==> config.mk <==
export PLATFORM = sky130hd
export DESIGN_NAME = mcp3221_sample_sequencer
export DESIGN_NICKNAME = d
export VERILOG_FILES = /design/src/rtl/mcp3221_sample_sequencer.sv
export SDC_FILE = /design/constraint.sdc
export NUM_CORES = 1
export LEC_CHECK = 0
export ABC_AREA = 1
export CAP_MARGIN = 0
export CORE_AREA = 2 2 81 83
export CTS_CLUSTER_SIZE = 14
export DETAILED_ROUTE_END_ITERATION = 8
export DIE_AREA = 0 0 83 85
export PLACE_DENSITY = 0.76
export SYNTH_ARGS = -nofsm -noshare
export SYNTH_HDL_FRONTEND = slang
export SYNTH_SLANG_ARGS = --single-unit
==> constraint.sdc <==
create_clock -name clk -period 2.1 [get_ports clk]
set_clock_uncertainty 0.2 [all_clocks]
set_input_delay 0.42 -clock clk [delete_from_list [all_inputs] [get_ports clk]]
set_output_delay 0.42 -clock clk [all_outputs]
set_load 0.02 [all_outputs]
==> src/rtl/mcp3221_sample_sequencer.sv <==
// mcp3221_sample_sequencer
// Periodically requests a conversion from the MCP3221 I2C read core and takes in the 16-bit result
// and the per-byte ack flags. It keeps the 12-bit ADC code, drops any transaction that was not fully
// acked (counting it), and presents the result as a valid/ready sample stream.
// Optional feature macro: MCP3221_AVG_EN. When it is defined, 2^G_AVG_LOG2 good codes are averaged
// into each output sample.
//
// Ports:
//   clk, reset                      clock, synchronous active-high reset
//   enable                          runs the periodic trigger counter
//   core_device_address             constant G_DEV_ADDR
//   core_din_valid/ready            conversion request handshake to the core
//   core_register_data[15:0]        raw read, [11:0] = ADC code
//   core_acks_received[2:0]         3'b111 = transaction fully acked
//   core_dout_valid/ready           result handshake from the core
//   sample_data/valid/ready         output sample stream
//   nack_error_count[15:0]          discarded transactions, saturating
//   overrun                         1-cycle pulse when a trigger arrives while one is already pending
module mcp3221_sample_sequencer #(
    parameter int unsigned G_SAMPLE_PERIOD = 100000,
    parameter int unsigned G_AVG_LOG2      = 2,
    parameter logic [6:0]  G_DEV_ADDR      = 7'h4D
) (
    input  logic        clk,
    input  logic        reset,
    input  logic        enable,
    output logic [6:0]  core_device_address,
    output logic        core_din_valid,
    input  logic        core_din_ready,
    input  logic [15:0] core_register_data,
    input  logic [2:0]  core_acks_received,
    input  logic        core_dout_valid,
    output logic        core_dout_ready,
    output logic [11:0] sample_data,
    output logic        sample_valid,
    input  logic        sample_ready,
    output logic [15:0] nack_error_count,
    output logic        overrun
);

    localparam int unsigned CODE_W = 12;
    localparam int unsigned PER_W  = $clog2(G_SAMPLE_PERIOD);
    localparam logic [PER_W-1:0] PER_LAST = PER_W'(G_SAMPLE_PERIOD - 1);

    typedef enum logic [2:0] {S_IDLE, S_REQ, S_WAIT, S_ACC, S_OUT} state_t;

    state_t              state, state_next;
    logic [PER_W-1:0]    per_cnt, per_cnt_next;
    logic                trig_pending, pending_next;
    logic [CODE_W-1:0]   code_q, code_next;
    logic [CODE_W-1:0]   sample_data_next;
    logic                sample_valid_next;
    logic                din_valid_next;
    logic                dout_ready_next;
    logic [15:0]         nack_next;
    logic                overrun_next;
    logic                wrap;
    logic                take;

    // The upper result nibble carries no ADC information.
    logic unused_hi;
    assign unused_hi = ^core_register_data[15:CODE_W];

`ifdef MCP3221_AVG_EN
    localparam int unsigned ACC_W = CODE_W + G_AVG_LOG2;
    localparam int unsigned CNT_W = (G_AVG_LOG2 > 0) ? G_AVG_LOG2 : 1;
    localparam logic [CNT_W-1:0] CNT_LAST = CNT_W'((1 << G_AVG_LOG2) - 1);

    logic [ACC_W-1:0] acc, acc_next, acc_sum;
    logic [CNT_W-1:0] avg_cnt, avg_cnt_next;
`else
    localparam int unsigned unused_avg_log2 = G_AVG_LOG2;
`endif

    assign core_device_address = G_DEV_ADDR;

    // State and registered outputs
    always_ff @(posedge clk) begin
        if (reset) begin
            state            <= S_IDLE;
            per_cnt          <= '0;
            trig_pending     <= 1'b0;
            code_q           <= '0;
            sample_data      <= '0;
            sample_valid     <= 1'b0;
            core_din_valid   <= 1'b0;
            core_dout_ready  <= 1'b0;
            nack_error_count <= '0;
            overrun          <= 1'b0;
`ifdef MCP3221_AVG_EN
            acc              <= '0;
            avg_cnt          <= '0;
`endif
        end else begin
            state            <= state_next;
            per_cnt          <= per_cnt_next;
            trig_pending     <= pending_next;
            code_q           <= code_next;
            sample_data      <= sample_data_next;
            sample_valid     <= sample_valid_next;
            core_din_valid   <= din_valid_next;
            core_dout_ready  <= dout_ready_next;
            nack_error_count <= nack_next;
            overrun          <= overrun_next;
`ifdef MCP3221_AVG_EN
            acc              <= acc_next;
            avg_cnt          <= avg_cnt_next;
`endif
        end
    end

    // Trigger generation, next state and next output values
    always_comb begin
        state_next       = state;
        per_cnt_next     = per_cnt;
        pending_next     = trig_pending;
        code_next        = code_q;
        sample_data_next = sample_data;
        nack_next        = nack_error_count;
        overrun_next     = 1'b0;
`ifdef MCP3221_AVG_EN
        acc_next         = acc;
        avg_cnt_next     = avg_cnt;
        acc_sum          = acc + ACC_W'(code_q);
`endif

        wrap = enable && (per_cnt == PER_LAST);
        take = (state == S_IDLE) && trig_pending;

        if (!enable || wrap) begin
            per_cnt_next = '0;
        end else begin
            per_cnt_next = per_cnt + PER_W'(1);
        end

        // A trigger that lands while the old one is being consumed simply re-arms pending.
        if (!enable) begin
            pending_next = 1'b0;
        end else if (wrap) begin
            pending_next = 1'b1;
        end else if (take) begin
            pending_next = 1'b0;
        end
        overrun_next = wrap && trig_pending && !take;

        case (state)
            S_IDLE: begin
                if (trig_pending) begin
                    state_next = S_REQ;
                end
            end
            S_REQ: begin
                if (core_din_valid && core_din_ready) begin
                    state_next = S_WAIT;
                end
            end
            S_WAIT: begin
                if (core_dout_valid && core_dout_ready) begin
                    if (core_acks_received == 3'b111) begin
                        code_next  = core_register_data[CODE_W-1:0];
                        state_next = S_ACC;
                    end else begin
                        if (nack_error_count != 16'hFFFF) begin
                            nack_next = nack_error_count + 16'd1;
                        end
                        state_next = S_IDLE;
                    end
                end
            end
            S_ACC: begin
`ifdef MCP3221_AVG_EN
                if (avg_cnt == CNT_LAST) begin
                    sample_data_next = CODE_W'(acc_sum >> G_AVG_LOG2);
                    acc_next         = '0;
                    avg_cnt_next     = '0;
                    state_next       = S_OUT;
                end else begin
                    acc_next     = acc_sum;
                    avg_cnt_next = avg_cnt + CNT_W'(1);
                    state_next   = S_IDLE;
                end
`else
                sample_data_next = code_q;
                state_next       = S_OUT;
`endif
            end
            S_OUT: begin
                if (sample_valid && sample_ready) begin
                    state_next = S_IDLE;
                end
            end
            default: begin
                state_next = S_IDLE;
            end
        endcase

        // The handshake outputs are registered alongside the state they belong to.
        din_valid_next    = (state_next == S_REQ);
        dout_ready_next   = (state_next == S_WAIT);
        sample_valid_next = (state_next == S_OUT);
    end

endmodule

==> impl_metrics.yaml <==
place:
  dp_hpwl_um: 4709
  routabilityCongestion: 0.8881
  io_buffers: 52
  place_ws_ps: -25.92
  dp_cells: 563
clock_network:
  cts-buffers-inserted: 9
  htree_levels: 3
  cts_tree: "yes"
  cts_sinks: 65
  cts_setup_buffers: 0
  clk-insertion-delay-late_ps: 340
  root_buffer: "clkbuf_8"
  clk_path_buf_depth: 2
  clk_pin_slew_ps: 70
worst_setup_path:
  worst_setup_path_end_kind: "output port"
  worstSetupPathType: "reg2out"
  critical_path_buf_inv_count: 1
  crit_chain: "clkdlybuf4s50_1"
  critPathRequiredTime_ps: 1480
  crit_slowest_cell: "clkdlybuf4s50_1"
  cp_data_arrival_time_ps: 1430
  critPathLaunchType: "flip-flop"
  cp_top_family: "buffers and inverters"
  cp_max_fo: 7
  cpPeakStageDelay_ps: 650
timing:
  fin_crit_sh_pct: 97.46
  fin_ws_ps: 53.36
  finalHoldWorstSlack_ps: 251.2
  setup_viol: 0
  hold_viol: 0
  post-route-min-period_ps: 2047
  max_freq_mhz: 488.6
  slew_viol_final: 0
  rsz0062_at_grt: "false"
routing:
  drt_iter0_markers: 129
  wire_per_inst_um: 11.56
  vias_per_cell: 4.959
  dr.pass1.iters: 4
  wl_um: 6694
  drc: 0
  ant_nets: 0
  via_count: 2871
layout:
  area_growth_pct: 27.07
  final_nets: 524
  final_cell_mix: "nor2_1 (107), nand2_1 (86), dfxtp_1 (65)"
  layout_commonest_cell: "nor2_1"
  n_antenna_cell: 0
  layout.cells.non_filler: 579
  drive_above_1_share_pct: 7.570
floorplan:
  coreArea_mm2: 0.006205
  start_util_pct: 49.24
  io_pins: 64
  rows: 29
  die_w_um: 83
  die_area_mm2: 0.007055
  die_h_um: 85
power:
  p_total_uw: 2525
  p_leak_uw: 0.001567
  pwr_density_cell_mw_per_mm2: 650.4
  irDropWorstVdd_mv: 0.5688
flow_run:
  max-cap-violations: 0
global_routing:
  grt_antenna_before_repair: 0
  grt-ovfl-total: 0
  first_global_vias: 2690
  grtUsageTotal_pct: 19.86
  grt_max_degree: 27
  grt_pass1_wl_um: 11560
yosys:
  synthCells: 439
  ys_ff_latch: 65
  avgSynthCellArea_um2: 6.960
  yosys_warnings: 0
  synth_area_mm2: 0.003055
  yosysUniqueCellTypes: 25
  ys_seq_area_share_pct: 42.59
min_path:
  hold_path.class: "reg2reg"
outcome:
  status: "finished, final reports clean"
## synth_stat cells
cell | count | area [µm²]
nand3b_1 | 5 | 37.54
clkbuf_1 | 5 | 18.77
nand2_2 | 2 | 12.51
dfxtp_1 | 65 | 1301
buf_1 | 2 | 7.510
conb_1 | 2 | 7.510
ha_1 | 2 | 25.02
nand4_4 | 1 | 21.27
nand3_1 | 24 | 120.1
xor2_1 | 13 | 113.9
a21oi_2 | 4 | 35.03
o21ai_0 | 30 | 150.1
nor2_1 | 107 | 401.6
or2_1 | 1 | 6.260
buf_6 | 1 | 11.26
nor3_1 | 7 | 35.03
a21oi_1 | 10 | 50.05
nor2_4 | 3 | 33.78
buf_2 | 4 | 20.02
xnor2_1 | 4 | 35.03
inv_1 | 41 | 153.9
buf_4 | 8 | 60.06
nand2_1 | 86 | 322.8
nor2_2 | 2 | 12.51
nand4_1 | 10 | 62.56
## power breakdown
group / switching [µW] / total (µW) / internal, µW
combinational: 39.4 / 79.5 / 40.1
sequential: 1.23 / 1230 / 1230
clock: 506 / 1210 / 705
## cells by family after synthesis
| family | synth area share (%) |
|---|---|
| and+or+nand+nor | 34.89 |
| DFF | 42.59 |
| buffers and inverters | 8.886 |
| AOI/OAI and AO/OA | 7.698 |
| xor gates and xnor gates | 4.873 |
| adders and majority gates | 0.8189 |
| other | 0.2458 |
## metrics by stage
step | util [%] | instance area [µm²] | TNS [ps]
after floorplan | - | 3074 | 0
after global placement | 58.80 | 3649 | 0
after detailed placement | 58.80 | 3649 | -107.6
after CTS | 62.49 | 3877 | 0
after global routing | 62.57 | 3882 | 0
final | 62.57 | 3882 | 0
## final timing paths
| path | slack [ps] | startpoint | cells after the start | to |
|---|---|---|---|---|
| min reg2reg | 250 | per_cnt[0] | 1 | per_cnt[0] |
| min | 250 | per_cnt[0] | 1 | per_cnt[0] |
| max reg2reg | 260 | nack_error_count[1] | 9 | nack_error_count[8] |
| max | 50 | nack_error_count[12] | 1 | nack_error_count[12] |
## timing repair
action / CTS / global route
setup endpoints to repair: 0 / 2
gates resized for setup: 0 / 2
hold buffers: 0 / 0
## sequential cells by signal (all words and copies together) (netlist names)
register,count
code_q,12
core_din_valid,1
core_dout_ready,1
nack_error_count,16
overrun,1
per_cnt,17
sample_data,12
sample_valid,1
state,3
trig_pending,1
## layout make-up
type                       count  area (µm²)
timing repair buffer          62       600.6
inverter                      41       153.9
clock buffer                  10       137.6
fill                         564        2322
sequential                    65        1301
tap                           77       96.34
multi-input combinational    318        1501
clock inverter                 6       91.34
## layer usage
metal	up-vias	GRT usage (%)	share of wire, %
met4	0	8.495	1.8
met5	-	0	0
li1	1483	-	-
met3	12	3.891	4.9
met2	80	34.09	47
met1	1296	24.42	46
(Power assumes the default switching activity.)
